### src/rtl/btn_pulse_gen.sv
// btn_pulse_gen: synchronizes and debounces a raw push-button, then emits a
// registered one-cycle strobe per accepted press along with the debounced
// level and the current FSM state.
//
// A new button value is accepted only after DEBOUNCE_CYCLES+1 consecutive
// synchronized samples agree: the first sample moves IDLE->ARMING (or
// HELD->RELEASING), and the remaining DEBOUNCE_CYCLES samples run cnt from 0
// up to DEBOUNCE_CYCLES-1.
//
// Optional feature macro: BTN_AUTOREPEAT_EN. When it is defined, a held
// button also produces auto-repeat pulses: the first one REPEAT_DELAY cycles
// after the press pulse, then one every REPEAT_PERIOD cycles.
module btn_pulse_gen #(
    parameter int unsigned DEBOUNCE_CYCLES = 16,
    parameter int unsigned REPEAT_DELAY    = 64,
    parameter int unsigned REPEAT_PERIOD   = 16
) (
    input  logic       clk,
    input  logic       reset,
    input  logic       btn_in,
    output logic       pulse,
    output logic       level,
    output logic [1:0] state
);

    typedef enum logic [1:0] {
        IDLE      = 2'b00,
        ARMING    = 2'b01,
        HELD      = 2'b10,
        RELEASING = 2'b11
    } state_t;

    localparam logic [15:0] CNT_MAX = 16'(DEBOUNCE_CYCLES - 1);

    // Power-up values match the reset values.
    logic        sync1   = 1'b0;
    logic        btn_s   = 1'b0;
    state_t      state_q = IDLE;
    state_t      state_d;
    logic [15:0] cnt_q   = 16'd0;
    logic [15:0] cnt_d;
    logic        pulse_q = 1'b0;
    logic        level_q = 1'b0;
    logic        press_pulse;
    logic        rpt_pulse;

    // Two-flop synchronizer; btn_s is the only signal the FSM looks at.
    always_ff @(posedge clk) begin
        if (reset) begin
            sync1 <= 1'b0;
            btn_s <= 1'b0;
        end else begin
            sync1 <= btn_in;
            btn_s <= sync1;
        end
    end

    // State, debounce counter and registered outputs; reset wins over
    // every transition, including the one that would raise pulse.
    always_ff @(posedge clk) begin
        if (reset) begin
            state_q <= IDLE;
            cnt_q   <= 16'd0;
            pulse_q <= 1'b0;
            level_q <= 1'b0;
        end else begin
            state_q <= state_d;
            cnt_q   <= cnt_d;
            pulse_q <= press_pulse | rpt_pulse;
            level_q <= (state_d == HELD) || (state_d == RELEASING);
        end
    end

    // Next-state logic: cnt is reloaded on every state change and stops at
    // CNT_MAX because reaching it always forces a transition.
    always_comb begin
        state_d     = state_q;
        cnt_d       = cnt_q;
        press_pulse = 1'b0;
        case (state_q)
            IDLE: begin
                if (btn_s) begin
                    state_d = ARMING;
                    cnt_d   = 16'd0;
                end
            end
            ARMING: begin
                if (!btn_s) begin
                    state_d = IDLE;
                    cnt_d   = 16'd0;
                end else if (cnt_q == CNT_MAX) begin
                    state_d     = HELD;
                    cnt_d       = 16'd0;
                    press_pulse = 1'b1;
                end else begin
                    cnt_d = cnt_q + 16'd1;
                end
            end
            HELD: begin
                if (!btn_s) begin
                    state_d = RELEASING;
                    cnt_d   = 16'd0;
                end
            end
            RELEASING: begin
                if (btn_s) begin
                    state_d = HELD;
                    cnt_d   = 16'd0;
                end else if (cnt_q == CNT_MAX) begin
                    state_d = IDLE;
                    cnt_d   = 16'd0;
                end else begin
                    cnt_d = cnt_q + 16'd1;
                end
            end
            default: begin
                state_d = IDLE;
                cnt_d   = 16'd0;
            end
        endcase
    end

`ifdef BTN_AUTOREPEAT_EN
    localparam logic [15:0] RPT_DELAY_MAX  = 16'(REPEAT_DELAY - 1);
    localparam logic [15:0] RPT_PERIOD_MAX = 16'(REPEAT_PERIOD - 1);

    logic [15:0] rpt_q     = 16'd0;
    logic [15:0] rpt_d;
    logic        rpt_phase_q = 1'b0;  // 0: waiting for first repeat, 1: periodic
    logic        rpt_phase_d;

    // Repeat counter: restarts on the press, counts while HELD with the button
    // down, freezes through RELEASING and clears once the press is abandoned.
    always_comb begin
        rpt_d       = rpt_q;
        rpt_phase_d = rpt_phase_q;
        rpt_pulse   = 1'b0;
        if (state_q == ARMING && state_d == HELD) begin
            rpt_d       = 16'd0;
            rpt_phase_d = 1'b0;
        end else if (state_q == HELD && state_d == HELD) begin
            if (rpt_q == (rpt_phase_q ? RPT_PERIOD_MAX : RPT_DELAY_MAX)) begin
                rpt_pulse   = 1'b1;
                rpt_d       = 16'd0;
                rpt_phase_d = 1'b1;
            end else begin
                rpt_d = rpt_q + 16'd1;
            end
        end else if (state_d == IDLE || state_d == ARMING) begin
            rpt_d       = 16'd0;
            rpt_phase_d = 1'b0;
        end
    end

    // Repeat counter register.
    always_ff @(posedge clk) begin
        if (reset) begin
            rpt_q       <= 16'd0;
            rpt_phase_q <= 1'b0;
        end else begin
            rpt_q       <= rpt_d;
            rpt_phase_q <= rpt_phase_d;
        end
    end
`else
    // No repeat logic: legal repeat parameters are >= 1, so this folds to 0.
    assign rpt_pulse = (REPEAT_DELAY == 0) && (REPEAT_PERIOD == 0);
`endif

    assign pulse = pulse_q;
    assign level = level_q;
    assign state = state_q;

endmodule
### config.mk
export PLATFORM = sky130hd
export DESIGN_NAME = btn_pulse_gen
export DESIGN_NICKNAME = d
export VERILOG_FILES = /design/src/rtl/btn_pulse_gen.sv
export SDC_FILE = /design/constraint.sdc
export NUM_CORES = 1
export LEC_CHECK = 0
export ABC_AREA = 1
export CAP_MARGIN = 40
export CORE_MARGIN = 2
export CORE_UTILIZATION = 41
export DETAILED_ROUTE_END_ITERATION = 8
export PLACE_DENSITY = 0.65
export SYNTH_ARGS = -nofsm -noshare
export SYNTH_HDL_FRONTEND = slang
export SYNTH_SLANG_ARGS = --single-unit
### constraint.sdc
create_clock -name clk -period 1.8 [get_ports clk]
set_clock_uncertainty 0.15 [all_clocks]
set_input_delay 0.36 -clock clk [delete_from_list [all_inputs] [get_ports clk]]
set_output_delay 0.36 -clock clk [all_outputs]
set_load 0.05 [all_outputs]
# ---- Yosys cells after proc, flatten, opt, wreduce, memory -nomap -nowiden
# Cells that the tools add are included.
dict set report word_totals {
  ff_bits 22
  input_bits 3
}
dict set report classes {
  bitwise 2
  muxes 14
  n_eq_ne 8
  add_sub_neg 1
  n_reduce_logical 4
}
# cell n
set ops {}
lappend ops {{16-bit 2-to-1 mux} 5}
lappend ops {{16-bit case mux with 4 select lines} 1}
lappend ops {{16-bit by 1-bit adder with 16-bit output (second input constant)} 1}
lappend ops {{16-bit by 4-bit == test with 1-bit output (second input constant)} 1}
lappend ops {{2-bit 2-to-1 mux} 6}
lappend ops {{2-bit == test (second input constant)} 4}
lappend ops {{2-bit case mux with 4 select lines} 1}
lappend ops {{2-bit inequality test (second input constant)} 2}
lappend ops {{3-bit OR reduction} 1}
lappend ops {{2-bit by 1-bit == test with 1-bit output (second input constant)} 1}
lappend ops {{2-bit zero test} 1}
lappend ops {{1-bit NOT} 2}
lappend ops {{2-bit AND reduction} 1}
lappend ops {{1-bit logical OR} 1}
lappend ops {{1-bit 2-to-1 mux} 1}

# ---- Depth between registers and ports, before layout
# Gate-level depths: netlist (run 1).
dict set report depth {
  depth_word 6
  depth_mapped 10
  depth_no_buf 10
}

# ---- Least setup slack after synthesis (run 1)
# No wires, ideal clock.
dict set report synth_path {
  kind {reg2reg}
  start {reg state_q[1], in the netlist state[1]}
  end {reg cnt_q[4]}
  arrival_time_ns 1.369
  path_stages_with_launch 10
  synth_period_minus_slack_ns 1.635
  setup_slack_ns 0.165
  cell_sequence {dfxtp_1 > inv_1 > nand2_1 > nand2_2 > nand2_1 > inv_1 > nand2_2 > nand2_2 > nand2_2 > nor2_1}
}
dict set report synth_via {
  elab_chain_cells 3
  elab_cells_between_ends 8
  cone_classes {5 x eq/ne; 1 x mux; 2 x reduce/logical}
}
# element line
set synth_rtl {}
lappend synth_rtl {{start: declaration} 38} ;# state_t state_q = IDLE;
lappend synth_rtl {{start signal: assignment} 67} ;# state_q <= state_d;
lappend synth_rtl {{2-bit == test / 2-bit zero test (equally long branches)} 80} ;# case (state_q)
lappend synth_rtl {{2-bit inequality test (no source line)} n/a}
lappend synth_rtl {{2-bit AND reduction (no source line)} n/a}
lappend synth_rtl {{end signal: assignment} 68} ;# cnt_q <= cnt_d;
lappend synth_rtl {{end: declaration} 40} ;# logic [15:0] cnt_q = 16'd0;
# Parallel ways exist; a longest one is shown, timed or not.
# A chain may end at the register's enable or synchronous reset.

# ---- Final worst setup path (run 1)
dict set report layout_path {
  start {reg cnt_q[0]}
  end {reg cnt_q[4]}
}
dict set report layout_via {
  elab_chain_cells 4
  elab_cells_between_ends 6
  cone_classes {1 x add/sub; 1 x eq/ne; 4 x mux}
}
# element line
set layout_rtl {}
lappend layout_rtl {{16-bit by 1-bit adder with 16-bit output / 16-bit by 4-bit == test with 1-bit output (equally long branches)} n/a}
lappend layout_rtl {{16-bit 2-to-1 mux *} {91, 109}}
lappend layout_rtl {{16-bit 2-to-1 mux (on tied branches)} {106, 88}}
lappend layout_rtl {{16-bit case mux with 4 select lines *} 80}
# Mark *: on every way between the ends. The rest lies on a longest branch, timed or not.

==> results.md, run 1 <==
- Status: finished clean
- Final wirelength: 2.358 mm
- Slew Limit Fails: 0
- Fill cells: ~290
- First-pass GRT wire length: about 4.3 mm
- Unique cell type count in the Yosys netlist: 22
- Max-slew headroom: 0.7570
- Post-route DRC: 0
- Core box area: 2758 sq um
- Hold path cells: 2
- Slowest cell delay on critical path: 360 ps
- Antenna violations before repair: 0
- Final nets: just under 200
- Multi-input gate area: 634.4 sq um
- Commonest register cell after synthesis: dfxtp_1
- Vias in the first global route: about 1000
- Final worst-path cycle share: 0.9074
- Fin util: 0.4737
- Die ar.: roughly 3300 sq um
- Row count: 19
- Share of cells above drive strength 1: 0.1543
- Initial DRC count: 26
- WP data required: 1860 ps
- Final min period: between 1500 and 2000 ps
- Max Cap Viol: 0
- Dpl hpwl: between 1.5 and 2 mm
- GR Layer Usage met3: 0.02679
- Met1 usage: 0.2094
- Top post-synthesis cells by count: nand2_1 (52), inv_1 (25), nor2_1 (23), dfxtp_1 (22), nand3_1 (14)
- Post-Syn Area per Cell: ~6.6 sq um
- Max stage delay cell, worst path: dfxtp_2
- Largest cells by area after synthesis: dfxtp_1 (37%), nand2_1 (16%), inv_1 (7.9%), nor2_1 (7.3%), nand3_1 (5.9%)
- Synth warn: 0
- Crit-path cells: ha_2, nand2_1, inv_1, nand2_1, nor2_2, nand2_1, nand2_2, nand2_2, nand2_2, nor2_1
- Post-synth EDFFs: 0
- Cell Pwr Density: ~580 nW/um^2
- Die H: ~58 um
- Register area: ~440 sq um
- Mapped Cells: 180
- Setup TNS: 0 ps
- CTS Buffer Depth: 2
- CTS tree: yes
- I/O pin total: 7
- Max IR drop VDD: between 0.4 and 0.5 mV
- Worst path arrival time: approximately 1700 ps
- Seq cells post-synth: 22
- Htree depth: 1
- Die Width: approximately 58 um
- Setup violations, final: 0
- Crit Path Category: reg2reg
- Critical Path Fanout Max: 4
- Worst slew pin tran: 364.5 ps
- Most numerous cell in the Yosys netlist: nand2_1
- Syn Nets: approximately 180
- Area after DPL: 1279 sq um
- Worst r2r path cells: 10
- Via/cell ratio: just under 5
- Final Power: 755.1 uW
- Post-CTS Setup Repair Bufs: 0
- Synth top area share: 0.3713
- Root buf cell: clkbuf_4
- Worst-path clk slew: approximately 110 ps
- Routing usage on met2: 0.2695
- Max frequency: slightly above 600 MHz
- Placement Setup Slack: roughly 150 ps
- Fin. Hold Viols: 0
- RSZ-0062 raised after global routing: false
- Hold-fix buffers, CTS: 0
- Ant diodes: 0
- Cell Area, Synth: around 1200 sq um
- Overflow left after global routing: 0
- CTS Buf Count: 3
- WL/cell: approximately 11 um
- Initial Util: 0.4301
- Area delta synth->final: 10.13%
- Port bufs: 6
- Final ANT Viol Nets: 0
- Gpl congestion: 0.8622
- Sinks on Clock Net: 22
- Leak: around 0.00054 uW
- Vias post-DR: around 1100
- Clk_lat worst skew: 300 ps
- Startpoint Class: register
- Largest net degree at the start of global routing: 12
- Synth area leader: dfxtp_1
- Nature of the critical path endpoint: register
- Synth async-reset ratio: 0
- Post-route setup slack: between 150 and 200 ps
- Hold crit path type: reg2reg
- GRT busiest layer: met2
- Gr usage total: 0.1624
- TritonRoute pass-1 iters: 4
- Cell area after layout: around 1300 sq um
- Seq/Total Area, Yosys: 0.3713
-- per-stage QoR --
stage	std cells	hold slack, ps
after global routing	219	307.0
after global placement	216	246.9
after CTS	219	274.2
after detailed placement	216	250.2
final	219	273.2
after floorplan	180	238.3
-- placed cells by master, fill, tap and decap left out --
cell type and count:
a21oi_1 9, ha_2 1, o21bai_1 1, nor2_2 4
nor3_1 2, a21oi_2 2, nand3_1 14, a21o_1 1
inv_2 1, nor2_1 23, clkdlybuf4s50_1 2, nor2_4 3
buf_12 1, xor2_1 3, o211ai_1 1, nand3_2 1
buf_4 4, nand4_1 3, nand2_1 52, inv_1 25
o21ai_0 3, clkbuf_4 3, dfxtp_1 20, nand2_2 7
dfxtp_2 2
-- state kept, by name, summed over array words and instances (netlist names) --
signal and cells:
pulse 1, sync1 1, level 1, btn_s 1
state 2, cnt_q 16
-- final timing paths --
kind            start       end  slack (ps)
min reg2reg     sync1     btn_s         270
min             sync1     btn_s         270
max reg2reg  cnt_q[0]  cnt_q[4]         170
max          cnt_q[0]  cnt_q[4]         170
-- critical path: cells and delay by family, from the launching register on --
kind,cells,cell delay [ps]
and+or+nand+nor,8,740
DFF,1,360
adders and majority gates,1,200
buffers and inverters,1,90
-- power by group --
part / total [uW] / switching (uW) / leakage, uW / internal (uW)
Combinational: 40.1 / 26.4 / 0.000351 / 13.7
Sequential: 492 / 2.57 / 0.000179 / 490
Clock: 223 / 145 / 0.0000138 / 78.2
-- cell families after synthesis --
kind of cell / after synthesis / synth area share
buffers and inverters: 28 / 0.09598
adder cells (fa/ha/maj): 1 / 0.01055
flip-flops: 22 / 0.3713
XOR/XNOR: 3 / 0.02216
AO/OA/AOI/OAI: 17 / 0.08439
AND/OR/NAND/NOR: 109 / 0.4156
-- per-layer routing --
layer / share of wire / up-vias
li1: - / 576
met2: 0.48 / 16
met3: 0.033 / 4
met1: 0.48 / 481
met5: 0 / -
met4: 0.014 / 0
-- final cells by class --
| type | instances | share of cell area |
|---|---|---|
| tap | 31 | 0.02969 |
| sequential | 22 | 0.3391 |
| clock buffer | 3 | 0.01724 |
| multi-input combinational | 130 | 0.4856 |
| inverter | 26 | 0.07471 |
| timing repair buffer | 7 | 0.05364 |
-- what timing repair did --
item                       in CTS  in global routing
setup endpoints to repair       0                  6
hold endpoints to repair        0                  0
gates resized for setup         0                  3
(Power assumes the default switching activity.)
==> run 2, diff against run 1 <==
--- a/config.mk
+++ b/config.mk
@@ -7,7 +7,7 @@
 export LEC_CHECK = 0
 export ABC_AREA = 1
 export CAP_MARGIN = 40
-export CORE_MARGIN = 2
+export CORE_MARGIN = 3
 export CORE_UTILIZATION = 41
 export DETAILED_ROUTE_END_ITERATION = 8
 export PLACE_DENSITY = 0.65
==> constraint.sdc (replaced) <==
create_clock -name clk -period 1.8 [get_ports clk]
set_clock_uncertainty 0.15 [all_clocks]
set_input_delay 0.27 -clock clk [delete_from_list [all_inputs] [get_ports clk]]
set_output_delay 0.27 -clock clk [all_outputs]
set_load 0.05 [all_outputs]
==> results.md, run 2 (synthesized netlist as in run 1, its figures left out) <==
- Final min period: 1666 ps (+32.43 ps)
- Max reg flops: 16 (unchanged)
- Post-CTS Setup Repair Bufs: 0 (unchanged)
- Slew Limit Fails: 0 (unchanged)
- Die Width: 59.79 um (+3.5%)
- Fin. Hold Viols: 0 (unchanged)
- Worst path arrival time: 1710 ps (+20 ps)
- Htree depth: 1 (unchanged)
- Share of cells above drive strength 1: 0.1436 (-0.01064)
- Ant diodes: 0 (unchanged)
- Setup violations, final: 0 (unchanged)
- Overflow left after global routing: 0 (unchanged)
- Most common cell after layout, fill and taps aside: nand2_1
- Min-delay src: sync1
- Via/cell ratio: 5.014 (+2.0%)
- Final worst-path cycle share: 0.9254 (+0.01802)
- CTS Buffer Depth: 2 (unchanged)
- Final nets: 194 (unchanged)
- Vias in the first global route: 951 (-6.9%)
- Post-route DRC: 0 (unchanged)
- Worst r2r path cells: 10 (unchanged)
- Largest net degree at the start of global routing: 12 (unchanged)
- Hold path cells: 2 (unchanged)
- CTS tree: yes
- First-pass GRT wire length: 4.215 mm (-1.9%)
- Final wirelength: 2.444 mm (+3.6%)
- Die ar.: 3574 sq um (+7.0%)
- RR Endpoint: cnt_q[4]
- Worst slew pin tran: 359.8 ps (-4.669 ps)
- Most frequent cells in the layout: nand2_1 (52), inv_1 (25), nor2_1 (23)
- Max frequency: 600.3 MHz (-1.9%)
- Nature of the critical path endpoint: register
- Max IR drop VDD: 0.4393 mV (+4.7%)
- Die H: 59.79 um (+3.5%)
- Hold crit path type: reg2reg
- Port bufs: 6 (unchanged)
- Row count: 18 (-1)
- Initial DRC count: 34 (+31%)
- Setup TNS: 0 ps (unchanged)
- Worst-path clk slew: 120 ps (about the same)
- Critical Path Fanout Max: 4 (unchanged)
- Root buf cell: clkbuf_4
- Leak: 0.0005394 uW (-0.72%)
- Flop-to-flop setup slack: 130 ps (-30 ps)
- Initial Util: 0.4540 (+0.02390)
- Antenna violations before repair: 0 (unchanged)
- Biggest register: cnt_q
- RSZ-0062 raised after global routing: false
- WHS: 271.7 ps (-1.497 ps)
- Cell Pwr Density: 579.4 nW/um^2 (+0.22%)
- Status: finished clean
- Crit Path Category: reg2reg
- CTS Buf Count: 3 (unchanged)
- Hold worst-path end: btn_s
- Vias post-DR: 1093 (+1.5%)
- TritonRoute pass-1 iters: 4 (unchanged)
- Clk_lat worst skew: 290 ps (about the same)
- WP data required: 1850 ps (about the same)
- WL/cell: 11.21 um (+4.1%)
- Max-slew headroom: 0.7594 (+0.002441)
- Dpl hpwl: 1.918 mm (+5.5%)
- Final ANT Viol Nets: 0 (unchanged)
- Gr usage total: 0.1551 (-0.007290)
- Startpoint Class: register
- Worst r2r src: cnt_q[1]
- I/O pin total: 7 (unchanged)
- Area delta synth->final: 8.755%
- Sinks on Clock Net: 22 (unchanged)
- Core box area: 2613 sq um (-5.3%)
- Max Cap Viol: 0 (unchanged)
- Gpl congestion: 0.8699 (+0.89%)
## run 2: cell counts in the layout (fill, tap and decap cells not counted)
Identical to the previous run, type by type.
## run 2: metrics by stage
| stage | instances | cell area [sq um] | worst slack [ps] | power [uW] | utilization |
|---|---|---|---|---|---|
| 5_1_grt | 218 | 1290 | 13.41 | 784.3 | 0.4938 |
| 4_1_cts | 218 | 1287 | 152.8 | 756.4 | 0.4928 |
| 3_5_place_dp | 215 | 1265 | 175.8 | 542.1 | 0.4842 |
| 2_1_floorplan | 180 | 1186 | 165.0 | 529.5 | - |
| 3_3_place_gp | 215 | 1265 | 227.8 | 541.6 | 0.4842 |
| 6_report | 218 | 1290 | 134.2 | 747.4 | 0.4938 |
## run 2: final cells by class
type / instances / area [sq um]
tap: 30 / 37.54
clock buffer: 3 / 22.52
sequential: 22 / 440.4
multi-input combinational: 130 / 634.4
fill: 272 / 1323
timing repair buffer: 7 / 57.56
inverter: 26 / 97.59
## run 2: worst max path at each step
stage                   from       end  slack [ps]
finish              cnt_q[1]  cnt_q[4]         130
global route        cnt_q[0]  cnt_q[8]          10
CTS                 cnt_q[1]  cnt_q[4]         150
detailed placement  cnt_q[1]  cnt_q[4]         180
global placement    cnt_q[0]  cnt_q[4]         230
floorplan           state[1]  cnt_q[4]         170
## run 2: per-layer routing
metal  global-route usage  vias to the layer above  wire length, um
li1                     -                      575                -
met1               0.2066                      489             1121
met2               0.2608                       27             1179
met3              0.02376                        2              123
met4              0.03797                        0               20
met5                    0                        -                0
## run 2: worst max-delay path, stage by stage (launching register included)
cell	delay (ps)
dfxtp_1	380
ha_2	210
nand2_1	60
inv_1	90
nand2_1	70
nor2_2	150
nand2_1	120
nand2_2	90
nand2_2	70
nand2_2	120
nor2_1	50
## run 2: power breakdown
| group | internal [uW] | switching [uW] | leakage [uW] |
|---|---|---|---|
| sequential | 490 | 2.39 | 0.000178 |
| combinational | 12.4 | 26.4 | 0.000348 |
| clock | 77.8 | 139 | 0.0000138 |
## run 2: what timing repair did
item / in CTS / in global routing
resized for setup: 0 / 1
setup endpoints to repair: 0 / 2
hold buffers: 0 / 0
==> run 3, diff against run 2 <==
--- a/config.mk
+++ b/config.mk
@@ -11,6 +11,7 @@
 export CORE_UTILIZATION = 41
 export DETAILED_ROUTE_END_ITERATION = 8
 export PLACE_DENSITY = 0.65
+export SLEW_MARGIN = 10
 export SYNTH_ARGS = -nofsm -noshare
 export SYNTH_HDL_FRONTEND = slang
 export SYNTH_SLANG_ARGS = --single-unit
==> results of run 3 <==
The final DEF is identical to that of run 2; final timing and power are the same.
